File: src/rtl/shlvw_iter_if.sv
// Operand/result bundle for the iterative left shifter.
interface shlvw_iter_if #(
  parameter int width     = 8,
  parameter int shiftbits = 3
);
  logic                 start;
  logic                 op;
  logic                 pred;
  logic [width-1:0]     i0;
  logic [shiftbits-1:0] i1;
  logic                 busy;
  logic                 o0_valid;
  logic                 o0_enable;
  logic [width-1:0]     o0;

  modport master (output start, op, pred, i0, i1,
                  input  busy, o0_valid, o0_enable, o0);
  modport slave  (input  start, op, pred, i0, i1,
                  output busy, o0_valid, o0_enable, o0);
endinterface

File: src/rtl/shlvw_iter.sv
// Iterative left shifter: one amount bit per cycle, MSB first, with optional
// signed saturation. Result pulses o0_valid/o0_enable from a registered DONE stage.
module shlvw_iter #(
  parameter int width     = 8,
  parameter int shiftbits = 3
) (
  input  logic         clk,
  input  logic         reset_n,
  shlvw_iter_if.slave  bus
);
  localparam int CW = (shiftbits > 1) ? $clog2(shiftbits) : 1;

  typedef enum logic [1:0] {IDLE, SHIFT, DONE} state_t;

  state_t               r_state, w_next;
  logic                 r_op, r_pred, r_sign, r_sat;
  logic [shiftbits-1:0] r_amt;
  logic [CW-1:0]        r_cnt;
  logic [width-1:0]     r_acc, r_o0;
  logic                 r_valid, r_en;

  logic [31:0]          w_k;
  logic [width-1:0]     w_shift, w_mask, w_top;
  logic                 w_ovf;

  // One step: shift by 2^cnt; overflow if the bits pushed out (plus new sign) disagree.
  always_comb begin
    w_k     = 32'd1 << r_cnt;
    w_shift = '0;
    w_mask  = '0;
    w_top   = '0;
    w_ovf   = 1'b0;
    if (w_k >= 32'(width)) begin
      w_ovf = |r_acc;
    end else begin
      w_shift = r_acc << w_k;
      w_mask  = ~({width{1'b1}} >> (w_k + 32'd1));
      w_top   = r_acc & w_mask;
      w_ovf   = (w_top != '0) && (w_top != w_mask);
    end
  end

  always_ff @(posedge clk or negedge reset_n) begin
    if (!reset_n) r_state <= IDLE;
    else          r_state <= w_next;
  end

  always_comb begin
    w_next = r_state;
    case (r_state)
      IDLE:    if (bus.start) w_next = SHIFT;
      SHIFT:   if (r_cnt == '0) w_next = DONE;
      DONE:    w_next = IDLE;
      default: w_next = IDLE;
    endcase
  end

  always_ff @(posedge clk or negedge reset_n) begin
    if (!reset_n) begin
      r_op    <= 1'b0;
      r_pred  <= 1'b0;
      r_sign  <= 1'b0;
      r_sat   <= 1'b0;
      r_amt   <= '0;
      r_cnt   <= '0;
      r_acc   <= '0;
      r_o0    <= '0;
      r_valid <= 1'b0;
      r_en    <= 1'b0;
    end else begin
      r_valid <= (r_state == DONE);
      r_en    <= (r_state == DONE) & r_pred;
      case (r_state)
        IDLE: if (bus.start) begin
          r_op   <= bus.op;
          r_pred <= bus.pred;
          r_amt  <= bus.i1;
          r_acc  <= bus.i0;
          r_sign <= bus.i0[width-1];
          r_sat  <= 1'b0;
          r_cnt  <= CW'(shiftbits - 1);
        end
        SHIFT: begin
          if (r_amt[r_cnt]) begin
            r_acc <= w_shift;
            if (r_op && w_ovf) r_sat <= 1'b1;
          end
          if (r_cnt != '0) r_cnt <= r_cnt - 1'b1;
        end
        DONE: begin
          if (r_op && r_sat)
            r_o0 <= r_sign ? {1'b1, {(width-1){1'b0}}} : {1'b0, {(width-1){1'b1}}};
          else
            r_o0 <= r_acc;
        end
        default: ;
      endcase
    end
  end

  assign bus.busy      = (r_state != IDLE);
  assign bus.o0_valid  = r_valid;
  assign bus.o0_enable = r_en;
  assign bus.o0        = r_o0;
endmodule

File: src/flat_wrapper.sv
// flat-port wrapper written by rule: the top's interface ports become plain ports
module shlvw_iter_flat 
#(
  parameter int width     = 8,
  parameter int shiftbits = 3
)
  (clk, reset_n, bus_start, bus_op, bus_pred, bus_i0, bus_i1, bus_busy, bus_o0_valid, bus_o0_enable, bus_o0);
  shlvw_iter_if #(.width(width), .shiftbits(shiftbits)) bus_i ();
  input  logic clk;
  input  logic reset_n;
  input wire logic [$bits(bus_i.start)-1:0] bus_start;
  input wire logic [$bits(bus_i.op)-1:0] bus_op;
  input wire logic [$bits(bus_i.pred)-1:0] bus_pred;
  input wire logic [$bits(bus_i.i0)-1:0] bus_i0;
  input wire logic [$bits(bus_i.i1)-1:0] bus_i1;
  output wire logic [$bits(bus_i.busy)-1:0] bus_busy;
  output wire logic [$bits(bus_i.o0_valid)-1:0] bus_o0_valid;
  output wire logic [$bits(bus_i.o0_enable)-1:0] bus_o0_enable;
  output wire logic [$bits(bus_i.o0)-1:0] bus_o0;
  assign bus_i.start = bus_start;
  assign bus_i.op = bus_op;
  assign bus_i.pred = bus_pred;
  assign bus_i.i0 = bus_i0;
  assign bus_i.i1 = bus_i1;
  assign bus_busy = bus_i.busy;
  assign bus_o0_valid = bus_i.o0_valid;
  assign bus_o0_enable = bus_i.o0_enable;
  assign bus_o0 = bus_i.o0;
  shlvw_iter #(.width(width), .shiftbits(shiftbits)) u_core (.clk(clk), .reset_n(reset_n), .bus(bus_i));
endmodule
File: config.mk
export PLATFORM = sky130hd
export DESIGN_NAME = shlvw_iter_flat
export DESIGN_NICKNAME = d
export VERILOG_FILES = /design/src/rtl/shlvw_iter_if.sv /design/src/rtl/shlvw_iter.sv /design/src/flat_wrapper.sv
export SDC_FILE = /design/constraint.sdc
export NUM_CORES = 1
export LEC_CHECK = 0
export ABC_AREA = 1
export ABC_CLOCK_PERIOD_IN_PS = 2050
export BUFFER_PORTS_ARGS = -buffer_cell sky130_fd_sc_hd__buf_4
export CAP_MARGIN = 0
export CELL_PAD_IN_SITES_DETAIL_PLACEMENT = 0
export CELL_PAD_IN_SITES_GLOBAL_PLACEMENT = 1
export CORE_ASPECT_RATIO = 0.7
export CORE_MARGIN = 2
export CORE_UTILIZATION = 40
export CTS_BUF_LIST = sky130_fd_sc_hd__clkbuf_8 sky130_fd_sc_hd__clkbuf_16
export DETAILED_ROUTE_END_ITERATION = 7
export PLACE_DENSITY_LB_ADDON = 0.1
export REMOVE_ABC_BUFFERS = 1
export SLEW_MARGIN = 20
export SYNTH_ARGS = -nofsm -noshare
export SYNTH_HDL_FRONTEND = slang
export SYNTH_SLANG_ARGS = --single-unit
export TNS_END_PERCENT = 20
File: constraint.sdc
create_clock -name clk -period 2.05 [get_ports clk]
set_input_delay 0.41 -clock clk [delete_from_list [all_inputs] [get_ports clk]]
set_output_delay 0.41 -clock clk [all_outputs]
set_load 0.005 [all_outputs]
==> results.yml <==
timing:
  finalSetupTns_ns: 0
  relSlewSlack: 0.762
  hold_violations: 0
  fmax_mhz: 546
  rsz0062_at_grt: "false"
  hold_slack_ns: 0.0348
  finClkSkew_ns: 0.00190
  min_period_over_period: 0.893
  setup_viol: 0
  fin_crit_ns: 1.83
  finalMaxSlewViolations: 0
  worstMarginPinSlew_ns: 0.357
  fin_ws_ns: 0.219
run_status:
  status: "complete, no violations"
routing:
  postRouteAntennaNets: 0
  drt_iter0_markers: 59
  vias: 1491
  vias_per_cell: 4.76
  drc: 0
  drt_wl_total_mm: 3.81
  drt_first_pass_iters: 4
  wire_per_inst_um: 12.2
die:
  design.die.area_um2: 4660
  die_y_um: 57.7
  core_um2: 3950
  initial_core_util: 0.418
  die_x_um: 80.7
  rows: 19
  pin_count: 27
clock_tree:
  clk_path_buf_depth: 2
  clk_pin_slew_ns: 0.06
  cts-root-buf: "clkbuf_8"
  htreeDepth: 2
  cts_tree: "built"
  post-cts-setup-buffers: 0
  postCtsHoldBufs: 0
  numCtsBuffers: 5
  cts.repair.resized: 0
  clkLatencyLatePin_ns: 0.28
  clock-sinks: 29
worst_setup_path:
  criticalPathCategory: "reg2reg"
  critPathBufInv: 2
  required_ns: 2.22
  crit_path_top_delay_cell: "dfrtp_1"
  crit_family: "adder cells"
  r2r-start: "u_core.r_cnt[1]$_DFFE_PN0P_"
  cp-end-kind: "flip-flop"
  worstSetupStartpointType: "flip-flop"
  cp_cell_sequence: "inv_1 -> ha_1 -> inv_1 -> ha_1 -> nand3b_1 -> nand2_1 -> nand2_1 -> nand2_1 -> nand2_1 -> nand2_1 -> a21oi_1"
  cpPeakStageDelay_ns: 0.43
  rrSetupSlack_ns: 0.22
  critPathMostFrequentCell: "nand2_1"
  crit_fanout: 5
  cp-startpoint: "u_core.r_cnt[1]$_DFFE_PN0P_"
  worstPathArrival_ns: 2.00
run:
  max_cap_violations: 0
synth:
  synth_top_area_frac: 0.440
  yosys.area.top_type: "dfrtp_1"
  postSynthCellCount: 225
  synth-main-ff-cell: "dfrtp_1"
  synthArstFlopShare: 1.00
  seq_area_frac_synth: 0.440
  synth_seq_cells: 29
  postSynthAreaPerCell_um2: 7.32
  synth-edff-count: 0
  synthTopCellsByArea: "dfrtp_1 44%, nand2_1 19%, nor2_1 5.9%"
  synth.distinct_cells: 23
  yosysWarnings: 0
  synth_area_um2: 1650
global_routing:
  grt_max_degree: 30
  antenna_found_initial: 0
  grt_usage: 0.182
  grt_first_pass_wirelength_mm: 6.29
  grt_pass1_vias: 1291
  grt_overflow: 0
placed_design:
  gp_congestion: 0.895
  port_buffers: 26
  place_ws_ns: 0.266
  dpl.hpwl_mm: 2.94
  post_dp_cell_area_um2: 1930
power:
  power_density_nw_per_um2: 1670
  peakVddDrop_v: 0.000788
  report.power.total_mw: 3.40
  leakagePower_nw: 1.07
cells_and_area:
  fin_area_um2: 2040
  final_common_cell: "nand2_1"
  area_delta_synth_final_pct: 24.0
  layout_common_cells: "84 x nand2_1, 32 x buf_4, 29 x dfrtp_1"
  final_layout_size_suffix_gt1_frac: 0.195
  insertedDiodeCount: 0
  fin_nets: 283
worst_hold_path:
  hold_path.class: "in2async"
[final timing paths]
kind | end | depth (start not counted)
worst max-delay path | u_core.r_sat$_DFFE_PN0P_ | 11
worst min-delay path | u_core.bus.o0[0]$_DFFE_PN0P_ | 1
worst max register to register | u_core.r_sat$_DFFE_PN0P_ | 11
worst min register to register | u_core.r_amt[2]$_DFFE_PN0P_ | 2
max in group asynchronous | u_core.r_acc[5]$_DFFE_PN0P_ | 1
min in group clk | u_core.r_amt[2]$_DFFE_PN0P_ | 3
[layer usage]
layer  global-route usage  vias to the layer above  wire length, um
met5                    0                        -                0
met4               0.0581                        0               28
met3               0.0514                        4              282
met2                0.236                       40             1420
met1                0.287                      663             2090
li1                     -                      784                -
[cell families after synthesis]
| family | count (synthesis) | synth area share |
|---|---|---|
| simple gates | 135 | 0.344 |
| compound gates | 29 | 0.0987 |
| flops | 29 | 0.440 |
| buf+inv | 25 | 0.0638 |
| fa+ha+maj | 7 | 0.0531 |
[layout make-up]
class / count / area, um2
clock buffer: 6 / 82.6
clock inverter: 2 / 33.8
fill: 409 / 1900
inverter: 21 / 78.8
multi-input combinational: 171 / 817
sequential: 29 / 726
tap: 52 / 65.1
timing repair buffer: 32 / 240
[worst register-to-register path: cells and delay by family, from the launching register on]
kind | cells | cell delay (ns)
flip-flops | 1 | 0.43
adder cells (fa/ha/maj) | 2 | 0.55
buffers and inverters | 2 | 0.23
AND/OR/NAND/NOR | 6 | 0.46
AO/OA/AOI/OAI | 1 | 0.05
[flip-flops by register name, indices dropped and copies added, names as in the netlist, 2 cells and up]
name	flops
u_core.r_amt	3
u_core.r_acc	8
u_core.r_state	2
u_core.r_cnt	2
u_core.bus.o0	8
[stage by stage]
| step | std cells | util |
|---|---|---|
| 6_report | 313 | 0.518 |
| 5_1_grt | 313 | 0.518 |
| 4_1_cts | 313 | 0.518 |
| 3_5_place_dp | 305 | 0.488 |
| 3_3_place_gp | 305 | 0.488 |
| 2_1_floorplan | 221 | - |
[report_power, final]
part / internal (mW) / leakage [nW] / switching (mW)
Clock: 0.391 / 0.0626 / 0.217
Sequential: 0.839 / 0.357 / 0.237
Combinational: 0.689 / 0.648 / 1.03
[synth_stat cells, types with 3 or more instances]
library cell	instances
buf_2	3
o21ai_0	12
a21oi_1	12
nand3_1	12
ha_1	7
nand2_2	3
nand2_1	84
nand3b_1	3
nor2_1	26
dfrtp_1	29
nor2_2	4
inv_1	19
Note: power is estimated with default switching activity, not from simulation.
